$ cat config.mk
export PLATFORM = sky130hd
export DESIGN_NAME = ctrl_fetch_mc_flat
export DESIGN_NICKNAME = d
export VERILOG_FILES = /design/src/rtl/ctrl_fetch_mc_if.sv /design/src/rtl/ctrl_fetch_mc.sv /design/src/flat_wrapper.sv
export SDC_FILE = /design/constraint.sdc
export NUM_CORES = 1
export LEC_CHECK = 0
export CORE_AREA = 10 10 80 82
export DETAILED_ROUTE_END_ITERATION = 8
export DIE_AREA = 0 0 90 92
export PLACE_DENSITY = 0.8
export SLEW_MARGIN = 10
export SYNTH_ARGS = -nofsm -noshare
export SYNTH_HDL_FRONTEND = slang
export SYNTH_SLANG_ARGS = --single-unit
$ cat constraint.sdc
create_clock -name clock -period 3.5 [get_ports clock]
set_clock_uncertainty 0.1 [all_clocks]
set_input_delay 0.525 -clock clock [delete_from_list [all_inputs] [get_ports clock]]
set_output_delay 0.525 -clock clock [all_outputs]
set_load 0.01 [all_outputs]
$ cat src/rtl/ctrl_fetch_mc_if.sv
// Instruction-memory request/acknowledge port between the fetch/control stage and its
// instruction store.
interface ctrl_fetch_mc_if #(
   parameter int PC_W = 8
) ();
   logic            imem_req;
   logic [PC_W-1:0] imem_addr;
   logic            imem_ack;
   logic [15:0]     imem_rdata;

   modport master (output imem_req, imem_addr, input imem_ack, imem_rdata);
   modport slave  (input imem_req, imem_addr, output imem_ack, imem_rdata);
endinterface

$ cat src/rtl/ctrl_fetch_mc.sv
// Multicycle fetch/decode/sequence controller feeding the register-file/MUX/ULA datapath.
// Free-runs or single-steps; updates the PC from the ULA Zero flag for branches.
module ctrl_fetch_mc #(
   parameter int PC_W   = 8,
   parameter int DATA_W = 8
) (
   input  logic              clock,
   input  logic              reset,
   input  logic              run,
   input  logic              step,
   ctrl_fetch_mc_if.master   imem,
   output logic [2:0]        ra1,
   output logic [2:0]        ra2,
   output logic [2:0]        wa3,
   output logic              we3,
   output logic [2:0]        ula_control,
   output logic              alu_src,
   output logic [DATA_W-1:0] imm,
   input  logic              zero,
   output logic [PC_W-1:0]   pc,
   output logic              halted,
   output logic [7:0]        instr_count
);

   localparam logic [3:0] OP_NOP  = 4'h0;
   localparam logic [3:0] OP_ADD  = 4'h1;
   localparam logic [3:0] OP_SUB  = 4'h2;
   localparam logic [3:0] OP_AND  = 4'h3;
   localparam logic [3:0] OP_OR   = 4'h4;
   localparam logic [3:0] OP_SLT  = 4'h5;
   localparam logic [3:0] OP_ADDI = 4'h6;
   localparam logic [3:0] OP_BEQ  = 4'h7;
   localparam logic [3:0] OP_JMP  = 4'h8;
   localparam logic [3:0] OP_HALT = 4'hF;

   typedef enum logic [2:0] {
      S_IDLE,
      S_FETCH,
      S_DECODE,
      S_EXECUTE,
      S_WRITEBACK,
      S_HALTED
   } state_t;

   state_t      state, state_d;
   logic [15:0] ir;
   logic [3:0]  op;
   logic        ir_load;
   logic        retire;
   logic        writes_reg;
   logic [PC_W-1:0] pc_d;

   function automatic logic signed [DATA_W-1:0] sext_imm(input logic [5:0] field);
      logic signed [5:0] s;
      s = signed'(field);
      return DATA_W'(s);
   endfunction

   function automatic logic [PC_W-1:0] branch_target(input logic [PC_W-1:0] base,
                                                      input logic [5:0]      field);
      logic signed [5:0]      s;
      logic signed [PC_W-1:0] off;
      s   = signed'(field);
      off = PC_W'(s);
      return base + PC_W'(off);
   endfunction

   function automatic logic [2:0] ula_decode(input logic [3:0] opcode);
      logic [2:0] f;
      case (opcode)
         OP_ADD, OP_ADDI: f = 3'b010;
         OP_SUB, OP_BEQ:  f = 3'b110;
         OP_AND:          f = 3'b000;
         OP_OR:           f = 3'b001;
         OP_SLT:          f = 3'b111;
         default:         f = 3'b000;
      endcase
      return f;
   endfunction

   assign op         = ir[15:12];
   assign writes_reg = (op >= OP_ADD) && (op <= OP_ADDI);

   // Datapath controls decode straight from IR, so they hold from DECODE until the next fetch.
   assign ra1         = ir[8:6];
   assign ra2         = (op == OP_BEQ) ? ir[11:9] : ir[5:3];
   assign wa3         = ir[11:9];
   assign imm         = sext_imm(ir[5:0]);
   assign ula_control = ula_decode(op);
   assign alu_src     = (op == OP_ADDI);

   assign we3            = (state == S_WRITEBACK);
   assign halted         = (state == S_HALTED);
   assign imem.imem_req  = (state == S_FETCH);
   assign imem.imem_addr = pc;

   always_comb begin
      state_d = state;
      retire  = 1'b0;
      ir_load = 1'b0;
      case (state)
         S_IDLE:      if (run || step) state_d = S_FETCH;
         S_FETCH: begin
            if (imem.imem_ack) begin
               ir_load = 1'b1;
               state_d = S_DECODE;
            end
         end
         S_DECODE: begin
            if (op == OP_HALT)     state_d = S_HALTED;
            else if (op == OP_JMP) retire  = 1'b1;
            else                   state_d = S_EXECUTE;
         end
         S_EXECUTE: begin
            if (writes_reg) state_d = S_WRITEBACK;
            else            retire  = 1'b1;
         end
         S_WRITEBACK: retire = 1'b1;
         S_HALTED:    state_d = S_HALTED;
         default:     state_d = S_IDLE;
      endcase
      // A run 1->0 change is only honoured here, at an instruction boundary.
      if (retire) state_d = run ? S_FETCH : S_IDLE;
   end

   always_comb begin
      pc_d = pc + PC_W'(1);
      if (op == OP_JMP)             pc_d = PC_W'(ir[7:0]);
      else if (op == OP_BEQ && zero) pc_d = branch_target(pc, ir[5:0]);
   end

   always_ff @(posedge clock or negedge reset) begin
      if (!reset) begin
         state       <= S_IDLE;
         pc          <= '0;
         ir          <= '0;
         instr_count <= '0;
      end else begin
         state <= state_d;
         if (ir_load) ir <= imem.imem_rdata;
         if (retire) begin
            pc          <= pc_d;
            instr_count <= instr_count + 8'd1;
         end
      end
   end

endmodule

$ cat src/flat_wrapper.sv
// flat-port wrapper written by rule: the top's interface ports become plain ports
module ctrl_fetch_mc_flat 
#(
   parameter int PC_W   = 8,
   parameter int DATA_W = 8
)
  (clock, reset, run, step, ra1, ra2, wa3, we3, ula_control, alu_src, imm, zero, pc, halted, instr_count, imem_imem_req, imem_imem_addr, imem_imem_ack, imem_imem_rdata);
  ctrl_fetch_mc_if #(.PC_W(PC_W)) imem_i ();
  input  logic clock;
  input  logic reset;
  input  logic run;
  input  logic step;
  output logic [2:0] ra1;
  output logic [2:0] ra2;
  output logic [2:0] wa3;
  output logic we3;
  output logic [2:0] ula_control;
  output logic alu_src;
  output logic [DATA_W-1:0] imm;
  input  logic zero;
  output logic [PC_W-1:0] pc;
  output logic halted;
  output logic [7:0] instr_count;
  output wire logic [$bits(imem_i.imem_req)-1:0] imem_imem_req;
  output wire logic [$bits(imem_i.imem_addr)-1:0] imem_imem_addr;
  input wire logic [$bits(imem_i.imem_ack)-1:0] imem_imem_ack;
  input wire logic [$bits(imem_i.imem_rdata)-1:0] imem_imem_rdata;
  assign imem_imem_req = imem_i.imem_req;
  assign imem_imem_addr = imem_i.imem_addr;
  assign imem_i.imem_ack = imem_imem_ack;
  assign imem_i.imem_rdata = imem_imem_rdata;
  ctrl_fetch_mc #(.PC_W(PC_W), .DATA_W(DATA_W)) u_core (.clock(clock), .reset(reset), .run(run), .step(step), .imem(imem_i), .ra1(ra1), .ra2(ra2), .wa3(wa3), .we3(we3), .ula_control(ula_control), .alu_src(alu_src), .imm(imm), .zero(zero), .pc(pc), .halted(halted), .instr_count(instr_count));
endmodule
==> summary.md, run 1 <==
| Metric | Value |
|---|---|
| Status | complete, no violations |
| Share of post-route cells with drive strength above 1 | 12.99% |
| Syn. warnings | 0 |
| Crit-path slowest cell | dfrtp_1 |
| DR vias | 1636 |
| CP endpoint kind | flop |
| GPL Wtd Cong | 0.8828 |
| P_sw | around 0.001 W |
| Post-DP HPWL | 3759 um |
| Clk Latency, worst-skew pair | roughly 280 ps |
| Crit Path Class | reg -> reg |
| Worst-path cell chain | nand4b_1 > nor2_1 > and2_1 > ha_1 > nor2b_1 > o21ai_0 > a21boi_0 > or4_1 > a32oi_1 > a21oi_1 |
| Wire per inst | 15.44 um |
| Mapped cell area | 2156 um^2 |
| Register share of total power | 31.3% |
| Synth cell count leaders | 35 x dfrtp_1, 24 x buf_4, 20 x mux2_2 |
| Synth cell types | 45 |
| Cts repair resizes | 0 |
| Vias per std cell | just over 5 |
| Top_reg_cell synth | dfrtp_1 |
| Fin Hold WS | ~220 ps |
| Clock sink count | 35 |
| # setup viols final | 0 |
| Post-route setup TNS | 0 ps |
| Core Region | 4912 um^2 |
| Achievable Freq | around 310 MHz |
| Mapped Cells | 209 |
| Worst Max-Slew Pin Slew | 869.9 ps |
| Effective utilization at floorplan | ~44% |
| Final min period | 3186 ps |
| Synthesized flop and latch total | 35 |
| Ports | 70 |
| Die ar. | 8280 um^2 |
| Startpoint types | flop |
| Root Buffer | clkbuf_8 |
| CP peak stage delay | 480 ps |
| Ys async rst share | 100.0% |
| Sequential-to-total area share from yosys stat | 40.63% |
| Final wirelength | 5003 um |
| Fin worst setup slack | 313.9 ps |
| Hold/Removal Path Class | in -> async |
| Comb pwr share | 54.7% |
| Syn avg cell area | 10.31 um^2 |
| Tcrit/Tclk final | 91.03% |
| Critical path arrival | 3240 ps |
| Max-slew violations | 0 |
| Worst-path clk slew | 70 ps |
| Port bufs | 69 |
| Cell taking the most area after synthesis | dfrtp_1 |
| Max VDD drop | 0.0005011 V |
| Clk pwr share | between 10% and 20% |
| Maxcap violations | 0 |
| Gr ovfl total | 0 |
| FP Rows | 26 |
| Fill cells | 448 |
| Initial DRC Count | 59 |
| DRC | 0 |
| Top-count cell post-synth | dfrtp_1 |
| Detail Route Antenna Nets | 0 |
| Clock Path Buffers | 2 |
| Placement Setup Slack | 199.2 ps |
| Final hold violations | 0 |
| CTS tree | built |
| Synth area leaders | dfrtp_1 41%, mux2_2 10%, buf_4 8.4% |
| First-pass iteration count of the detailed router | 4 |
| Hold_buf cts | 0 |
| Vias in the first global route | 1696 |
| Nets | 284 |
| CTS HTree Levels | 2 |
| Die width | 90 um |
| Multi-input logic area | 1030 um^2 |
| Die H | 92 um |
| Final Cell Area | 2823 um^2 |
| Leakage | 1.179 nW |
| Setup Fix Bufs, Post-CTS | 0 |
| Register Area | about 900 um^2 |
| Unrepaired setup endpoints after global routing | false |
| Overall Global Routing Usage | 12.29% |
| # diodes | 0 |
| Number of synthesized flops with an enable pin | 0 |
| Initial antenna violation count | 0 |
| Critical Path Fanout Max | 11 |
| Switching Share | between 30% and 40% |
| Top cell type's share of synthesized area | 40.63% |
| Pint | 0.001656 W |
| First-pass GRT wire length | 8466 um |
| Syn Nets | 240 |
| Placed instance area | 2705 um^2 |
| Relative slew slack | a little over two fifths |
| Power density over the cells | 950.2 nW/um^2 |
| Required @ worst endpoint | ~3600 ps |
| Largest net degree at the start of global routing | 36 |
| CTS Buf Count | 5 |
| R2R depth | 10 |
| Area grow syn2layout | 30.93% |
cell usage in the layout, fill, tap and decap left out, drive strengths merged, types with 2 or more instances in the layout:
cell	netlist	routed
ha	8	8
nor3	5	5
a21boi	2	2
nor3b	5	5
a211oi	2	2
nand4	2	2
nand2	6	6
nand3	4	4
xnor2	8	8
a21o	2	2
nor2	16	16
xor2	2	2
mux2	20	20
a211o	2	2
a22o	2	2
o21ai	3	3
nor2b	3	3
inv	7	7
and4	2	2
clkdlybuf4s50	0	68
and2	6	6
and3b	2	2
o31ai	2	2
a21oi	12	12
a31oi	3	3
or3	2	2
dfrtp	35	35
mux2i	3	3
clkbuf	2	6
critical path, delay by kind of cell, from the launching register on:
family,cells,cell delay [ps]
AND/OR/NAND/NOR,5,1480
flip-flops,1,480
adder cells (fa/ha/maj),1,260
AO/OA/AOI/OAI,4,740
power by group through the flow:
| stage | Sequential, W | Clock (W) | Combinational (W) |
|---|---|---|---|
| 4_1_cts | 0.000838 | 0.000387 | 0.00149 |
| 2_1_floorplan | 0.000769 | 0 | 0.00106 |
| 3_5_place_dp | 0.000846 | 0 | 0.00148 |
| 3_3_place_gp | 0.000834 | 0 | 0.00145 |
| 6_report | 0.000838 | 0.000376 | 0.00147 |
| 5_1_grt | 0.000882 | 0.000410 | 0.00162 |
cells by family after synthesis:
group	after synthesis	share of synthesized area, %
and+or+nand+nor	60	16.37
DFF	35	40.63
muxes	23	11.84
xor gates and xnor gates	10	4.063
buffers and inverters	39	11.61
AOI/OAI and AO/OA	33	9.924
adders and majority gates	9	5.572
cell type report:
class / instances / area share [%]
clock buffers: 6 / 2.926
well taps: 70 / 3.103
flip-flops and latches: 35 / 31.03
repair buffers: 69 / 24.29
multi-input cells: 135 / 36.48
clock inverters: 2 / 1.241
inverters: 7 / 0.9309
stage by stage:
step / cells / total power, W / utilization, %
2_1_floorplan: 209 / 0.001830 / -
3_3_place_gp: 316 / 0.002288 / 55.07
3_5_place_dp: 316 / 0.002331 / 55.07
4_1_cts: 324 / 0.002720 / 57.46
5_1_grt: 324 / 0.002907 / 57.46
6_report: 324 / 0.002682 / 57.46
state kept, by name, indices dropped and copies added, names as in the netlist:
name	flops
u_core.imem.imem_addr	8
u_core.ir	16
u_core.state	3
u_core.instr_count	8
final timing paths:
check | start | end | slack (ps)
min in group clock | u_core.instr_count[7] | u_core.instr_count[7] | 370
hold reg to reg | u_core.instr_count[7] | u_core.instr_count[7] | 370
hold / removal | reset | u_core.ir[8] | 220
setup / recovery | u_core.ir[15] | u_core.imem.imem_addr[6] | 310
max in group asynchronous | reset | u_core.instr_count[1] | 2580
setup reg to reg | u_core.ir[15] | u_core.imem.imem_addr[6] | 310
per-layer routing:
metal | vias up | routed length (um) | GRT usage (%)
li1 | 803 | - | -
met2 | 49 | 2382 | 20.10
met5 | - | 0 | 0
met3 | 4 | 436 | 5.460
met1 | 780 | 2114 | 13.80
met4 | 0 | 69 | 4.907
Note: power is estimated with default switching activity, not from simulation.
==> run 2, diff against run 1 <==
==> constraint.sdc (replaced) <==
create_clock -name clock -period 3.4 [get_ports clock]
set_clock_uncertainty 0.1 [all_clocks]
set_input_delay 0.51 -clock clock [delete_from_list [all_inputs] [get_ports clock]]
set_output_delay 0.51 -clock clock [all_outputs]
set_load 0.01 [all_outputs]
==> run 2 against run 1 <==
  * Global-route usage is 0.51 points lower
  * Largest power group unchanged
  * Critical path depth grew 1
  * Cell area down 1.1%
  * Routed wire length fell by 1.1%
  * Core utilization fell by 0.61 points
  * Maximum frequency up 3.9%
  * Combinational power rose by 3%
  * Clock-buffer cell count unchanged
==> summary.md, run 2 (same netlist as run 1, synthesis figures left out) <==
| Metric | Value |
|---|---|
| Crit path depth | 11 (was 10) |
| Crit-path slowest cell | dfrtp_1 (unchanged) |
| Final hold violations | 0 (unchanged) |
| # diodes | 0 (unchanged) |
| Layout Utilization | 56.85% (was 57.46%) |
| Status | complete, no violations (unchanged) |
| Max FFs per register | 16 (unchanged) |
| Wire per inst | 15.33 um (was 15.44 um) |
| Critical path arrival | 3110 ps (was 3240 ps) |
| Critical Path Fanout Max | 11 (unchanged) |
| Gr ovfl total | 0 (unchanged) |
| CTS tree | built (unchanged) |
| Delay-heaviest family, CP | simple AND/OR/NAND/NOR gates (unchanged) |
| Root Buffer | clkbuf_8 (unchanged) |
| Clock sink count | 35 (unchanged) |
| # setup viols final | 0 (unchanged) |
| Die width | 90 um (unchanged) |
| CTS Buf Count | 5 (unchanged) |
| R2r setup slk | 330 ps (was 310 ps) |
| Worst-path cell chain | nand4b_1 > or3_1 > ha_1 > inv_1 > fa_1 > nor2b_1 > o21ai_0 > a21boi_0 > or4_1 > a32oi_1 > a21oi_1 (was nand4b_1 > nor2_1 > and2_1 > ha_1 > nor2b_1 > o21ai_0 > a21boi_0 > or4_1 > a32oi_1 > a21oi_1) |
| Leakage | 1.165 nW (was 1.179 nW) |
| Top reg by flops | u_core.ir (unchanged) |
| Maxcap violations | 0 (unchanged) |
| Achievable Freq | 326.0 MHz (was 313.9 MHz) |
| Reg2reg end | u_core.imem.imem_addr[6] (unchanged) |
| First-pass iteration count of the detailed router | 4 (unchanged) |
| Final wirelength | 4950 um (was 5003 um) |
| CP endpoint kind | flop (unchanged) |
| Crit Path Class | reg -> reg (unchanged) |
| First-pass GRT wire length | 8162 um (was 8466 um) |
| Die ar. | 8280 um^2 (unchanged) |
| DRC | 0 (unchanged) |
| FP Rows | 26 (unchanged) |
| Nets | 284 (unchanged) |
| Initial DRC Count | 66 (was 59) |
| Unrepaired setup endpoints after global routing | false (unchanged) |
| Overall Global Routing Usage | 11.78% (was 12.29%) |
| Core Region | 4912 um^2 (unchanged) |
| RR Startpoint | u_core.ir[15] (unchanged) |
| Most common cell after layout, fill and taps aside | clkdlybuf4s50_1 (unchanged) |
| Post-route setup TNS | 0 ps (unchanged) |
| DR vias | 1634 (was 1636) |
| Setup Fix Bufs, Post-CTS | 0 (unchanged) |
| Clk Latency, worst-skew pair | 270 ps (was 280 ps) |
| Vias per std cell | 5.059 (was 5.049) |
| Startpoint types | flop (unchanged) |
| Area grow syn2layout | 29.54% (was 30.93%) |
| GPL Wtd Cong | 0.8839 (was 0.8828) |
| Worst-path clk slew | 70 ps (about the same) |
| Effective utilization at floorplan | 43.89% (unchanged) |
| Register Area | 875.8 um^2 (unchanged) |
| Hold/Removal Path Class | in -> async (unchanged) |
| Max VDD drop | 0.0004337 V (was 0.0005011 V) |
| Die H | 92 um (unchanged) |
| R2R depth | 11 (was 10) |
| CP Buf/Inv Count | 1 (was 0) |
| Multi-input logic area | 1030 um^2 (unchanged) |
| Required @ worst endpoint | 3440 ps (was 3550 ps) |
| Hold_buf cts | 0 (unchanged) |
| Relative slew slack | 44.07% (was 42.01%) |
| Post-DP HPWL | 3765 um (was 3759 um) |
| Initial antenna violation count | 0 (unchanged) |
| Share of post-route cells with drive strength above 1 | 12.65% (was 12.99%) |
| Ports | 70 (unchanged) |
| Tcrit/Tclk final | 90.22% (was 91.03%) |
| Worst Max-Slew Pin Slew | 839.0 ps (was 869.9 ps) |
| Final min period | 3068 ps (was 3186 ps) |
| Most frequent cells in the layout | 68 x clkdlybuf4s50_1, 35 x dfrtp_1, 20 x mux2_2 (unchanged) |
| Vias in the first global route | 1646 (was 1696) |
| Max-slew violations | 0 (unchanged) |
| Largest net degree at the start of global routing | 36 (unchanged) |
| Cts repair resizes | 0 (unchanged) |
| Port bufs | 69 (unchanged) |
| CP peak stage delay | 470 ps (was 480 ps) |
| CTS HTree Levels | 2 (unchanged) |
| Detail Route Antenna Nets | 0 (unchanged) |
| Clock Path Buffers | 2 (unchanged) |
| Power density over the cells | 954.4 nW/um^2 (was 950.2 nW/um^2) |
| Fill cells | 443 (was 448) |
## run 2: cell types whose count changed in the layout (fill, tap and decap cells not counted), sizes merged
cell	previous run	this run
bufinv	1	0
## run 2: worst max-delay path by stage
stage                   from                        to  slack (ps)
3_3_place_gp            zero  u_core.imem.imem_addr[6]         260
4_1_cts        u_core.ir[15]  u_core.imem.imem_addr[6]         330
3_5_place_dp            zero  u_core.imem.imem_addr[6]         200
5_1_grt        u_core.ir[15]  u_core.imem.imem_addr[6]          80
6_report       u_core.ir[15]  u_core.imem.imem_addr[6]         330
2_1_floorplan  u_core.ir[13]  u_core.imem.imem_addr[6]         760
## run 2: report_power, final
group	total, W	internal [W]	switching, W	leakage, nW
clock network	0.000295	0.000159	0.000137	0.0470
registers	0.000860	0.000608	0.000253	0.417
logic	0.00151	0.000860	0.000649	0.701
total	0.00267	0.00163	0.00104	1.17
## run 2: final cells by class
| class | count | share of cell area [%] |
|---|---|---|
| Clock buffer | 6 | 2.957 |
| Clock inverter | 1 | 0.1792 |
| Inverter | 7 | 0.9409 |
| Multi-Input combinational cell | 135 | 36.87 |
| Sequential cell | 35 | 31.36 |
| Tap cell | 70 | 3.136 |
| Timing Repair Buffer | 69 | 24.55 |
## run 2: through the flow
step	hold WS, ps	std cells	setup WS [ps]	power (W)	instance area (um^2)
after floorplan	114.4	209	755.4	0.001883	2156
after global placement	359.1	316	257.1	0.002354	2705
after detailed placement	369.3	316	203.3	0.002397	2705
after CTS	233.1	323	333.9	0.002706	2793
after global routing	268.9	323	82.44	0.002894	2793
final	203.6	323	332.5	0.002665	2793
## run 2: per-layer routing
metal  part of all wire [%]  GRT usage [%]
met3                    9.1          5.134
met1                     43          13.77
met2                     47          19.01
met5                      0              0
met4                    1.0          3.979
==> run 3, diff against run 2 <==
--- a/config.mk
+++ b/config.mk
@@ -5,10 +5,10 @@
 export SDC_FILE = /design/constraint.sdc
 export NUM_CORES = 1
 export LEC_CHECK = 0
-export CORE_AREA = 10 10 80 82
+export CORE_AREA = 10 10 83 85
 export DETAILED_ROUTE_END_ITERATION = 8
-export DIE_AREA = 0 0 90 92
-export PLACE_DENSITY = 0.8
+export DIE_AREA = 0 0 93 95
+export PLACE_DENSITY = 0.77
 export SLEW_MARGIN = 10
 export SYNTH_ARGS = -nofsm -noshare
 export SYNTH_HDL_FRONTEND = slang
==> constraint.sdc (replaced) <==
create_clock -name clock -period 2.7 [get_ports clock]
set_clock_uncertainty 0.1 [all_clocks]
set_input_delay 0.405 -clock clock [delete_from_list [all_inputs] [get_ports clock]]
set_output_delay 0.405 -clock clock [all_outputs]
set_load 0.01 [all_outputs]
==> run 3 against run 2 <==
  * Core utilization decreased by 1.4 points
  * Highest routed layer unchanged
  * Critical path depth is 1 higher
  * Clock power is 63% higher
  * Sequential power rose by 20%
  * Via count grew 2.4%
  * Non-clock buffer count rose by 18
  * Sequential share of layout area decreased by 1.8 points
  * Die area increased by 6.7%
  * Routed wire length grew 4.5%
  * Cell count increased by 6.5%
  * Flip-flop and latch count did not move
  * Worst setup slack lost 310 ps
==> summary.md, run 3 (same netlist as run 1, synthesis figures left out) <==
| Metric | Value |
|---|---|
| Die ar. | 8835 um^2 (was 8280 um^2) |
| Initial antenna violation count | 0 (unchanged) |
| Port bufs | 69 (unchanged) |
| Unrepaired setup endpoints after global routing | true (was false) |
| Overall Global Routing Usage | 11.96% (was 11.78%) |
| Status | complete, no violations (unchanged) |
| First-pass iteration count of the detailed router | 4 (unchanged) |
| Power density over the cells | 1235 nW/um^2 (was 954.4 nW/um^2) |
| Die width | 93 um (was 90 um) |
| DRC | 0 (unchanged) |
| Crit Path Class | in -> reg (was reg -> reg) |
| First-pass GRT wire length | 8418 um (was 8162 um) |
| Leakage | 1.262 nW (was 1.165 nW) |
| Post-route setup TNS | 0 ps (unchanged) |
| Fin Hold WS | 90.63 ps (was 203.6 ps) |
| FP Rows | 27 (was 26) |
| Post-DP HPWL | 3951 um (was 3765 um) |
| CP endpoint kind | flop (unchanged) |
| Most common cell after layout, fill and taps aside | clkdlybuf4s50_1 (unchanged) |
| Critical Path Fanout Max | 2 (was 11) |
| Critical Path End | u_core.imem.imem_addr[6] (unchanged) |
| Vias per std cell | 4.866 (was 5.059) |
| CTS HTree Levels | 2 (unchanged) |
| CTS Buf Count | 5 (unchanged) |
| Share of post-route cells with drive strength above 1 | 19.85% (was 12.65%) |
| Root Buffer | clkbuf_8 (unchanged) |
| CTS tree | built (unchanged) |
| Crit-path slowest cell | clkdlybuf4s50_1 (was dfrtp_1) |
| RR Startpoint | u_core.ir[15] (unchanged) |
| Clock Path Buffers | 2 (unchanged) |
| Reg2reg end | u_core.imem.imem_addr[6] (unchanged) |
| Die H | 95 um (was 92 um) |
| Ports | 70 (unchanged) |
| R2R depth | 11 (unchanged) |
| Placed instance area | 2835 um^2 (was 2705 um^2) |
| Vias in the first global route | 1690 (was 1646) |
| # setup viols final | 0 (unchanged) |
| Wire per inst | 15.04 um (was 15.33 um) |
| Core Region | 5338 um^2 (was 4912 um^2) |
| DR vias | 1674 (was 1634) |
| Final wirelength | 5175 um (was 4950 um) |
| Worst-path cell chain | clkdlybuf4s50_1 > inv_1 > or3_1 > ha_1 > inv_2 > fa_2 > nor2b_1 > o21ai_1 > a21boi_1 > or4_1 > a32oi_1 > a21oi_1 (was nand4b_1 > or3_1 > ha_1 > inv_1 > fa_1 > nor2b_1 > o21ai_0 > a21boi_0 > or4_1 > a32oi_1 > a21oi_1) |
| Required @ worst endpoint | 2780 ps (was 3440 ps) |
| Maxcap violations | 0 (unchanged) |
| Relative slew slack | 47.76% (was 44.07%) |
| Effective utilization at floorplan | 40.39% (was 43.89%) |
| Achievable Freq | around 370 MHz |
| Initial DRC Count | 71 (was 66) |
| Final hold violations | 0 (unchanged) |
| Max FFs per register | 16 (unchanged) |
| P_sw | 0.001386 W (was 0.001039 W) |
| Max-slew violations | 0 (unchanged) |
| Final min period | 2679 ps |
| Comb pwr share | 58.8% (was 56.6%) |
| # diodes | 0 (unchanged) |
| Max VDD drop | 0.0006955 V (was 0.0004337 V) |
| Most frequent cells in the layout | 68 x clkdlybuf4s50_1, 35 x dfrtp_1, 20 x mux2_2 (unchanged) |
| Critical path arrival | 2760 ps (was 3110 ps) |
| Clock sink count | 35 (unchanged) |
| Placement Setup Slack | -375.3 ps (was 203.3 ps) |
| GPL Wtd Cong | 0.7816 (was 0.8839) |
| Nets | 302 (was 284) |
| Hold/Removal Path Class | in -> async (unchanged) |
| Worst Max-Slew Pin Slew | 783.6 ps (was 839.0 ps) |
| Largest net degree at the start of global routing | 36 (unchanged) |
| Clk Latency, worst-skew pair | 290 ps (was 270 ps) |
| Top reg by flops | u_core.ir (unchanged) |
| Switching Share | 37.90% (was 38.98%) |
| CP peak stage delay | 450 ps (was 470 ps) |
| Worst-path clk slew | 80 ps (was 70 ps) |
| Fin worst setup slack | 21.36 ps (was 332.5 ps) |
| Crit. Startpoint | zero (was u_core.ir[15]) |
| Register share of total power | 28.1% (was 32.3%) |
| Detail Route Antenna Nets | 0 (unchanged) |
| Gr ovfl total | 0 (unchanged) |
| Pint | 0.002271 W (was 0.001626 W) |
| Startpoint types | primary input (was flop) |
| R2r setup slk | 60 ps (was 330 ps) |
| Final Cell Area | 2960 um^2 (was 2793 um^2) |
| Tcrit/Tclk final | 99.21% |
| Clk pwr share | 13.2% (was 11.1%) |
| Area grow syn2layout | 37.32% (was 29.54%) |
## run 3: worst min-delay path by stage
stage / cells past startpoint / start / endpoint / slack, ps
4_1_cts: 1 / reset / u_core.ir[7] / 130
6_report: 1 / reset / u_core.ir[6] / 90
2_1_floorplan: 0 / reset / u_core.imem.imem_addr[0] / 9
3_3_place_gp: 1 / u_core.instr_count[7] / u_core.instr_count[7] / 360
5_1_grt: 1 / reset / u_core.ir[2] / 160
3_5_place_dp: 1 / u_core.instr_count[7] / u_core.instr_count[7] / 370
## run 3: through the flow
step / instances / total power, W / util, %
4_1_cts: 343 / 0.003697 / 55.27
2_1_floorplan: 209 / 0.002372 / -
6_report: 344 / 0.003656 / 55.46
3_5_place_dp: 335 / 0.003192 / 53.12
3_3_place_gp: 335 / 0.003139 / 53.12
5_1_grt: 344 / 0.003962 / 55.46
## run 3: layer usage
layer / share of wire, % / vias to the layer above / wire length (um) / global-route usage [%]
li1: - / 840 / - / -
met3: 9.4 / 7 / 487 / 6.186
met2: 45 / 57 / 2324 / 19.33
met1: 45 / 770 / 2309 / 13.42
met5: 0 / - / 0 / 0
met4: 1.0 / 0 / 53 / 3.856
## run 3: repair_timing
item / in CTS / in global routing
resized for setup: 2 / 3
hold buffers: 0 / 0
buffers inserted: 0 / 1
pin swaps: 0 / 2
endpoints found under the setup margin: 2 / 4
## run 3: worst max-delay path: cells and delay by family
family,cells,cell delay [ps]
simple gates,3,840
buf+inv,3,560
compound gates,4,560
fa+ha+maj,2,400
## run 3: area by class of cell
cell class	count	area, um^2
Fill cell	509	2377
Multi-Input combinational cell	135	1035
Sequential cell	35	875.8
Timing Repair Buffer	87	820.8
Tap cell	72	90.09
Clock buffer	5	68.82
Clock inverter	3	43.79
Inverter	7	26.28
## run 3: power groups by stage
stage | logic [W] | registers, W | clock network, W
after floorplan | 0.00137 | 0.000997 | 0
after global placement | 0.00211 | 0.00103 | 0
after detailed placement | 0.00215 | 0.00104 | 0
after CTS | 0.00217 | 0.00103 | 0.000493
after global routing | 0.00236 | 0.00108 | 0.000521
final | 0.00215 | 0.00103 | 0.000481
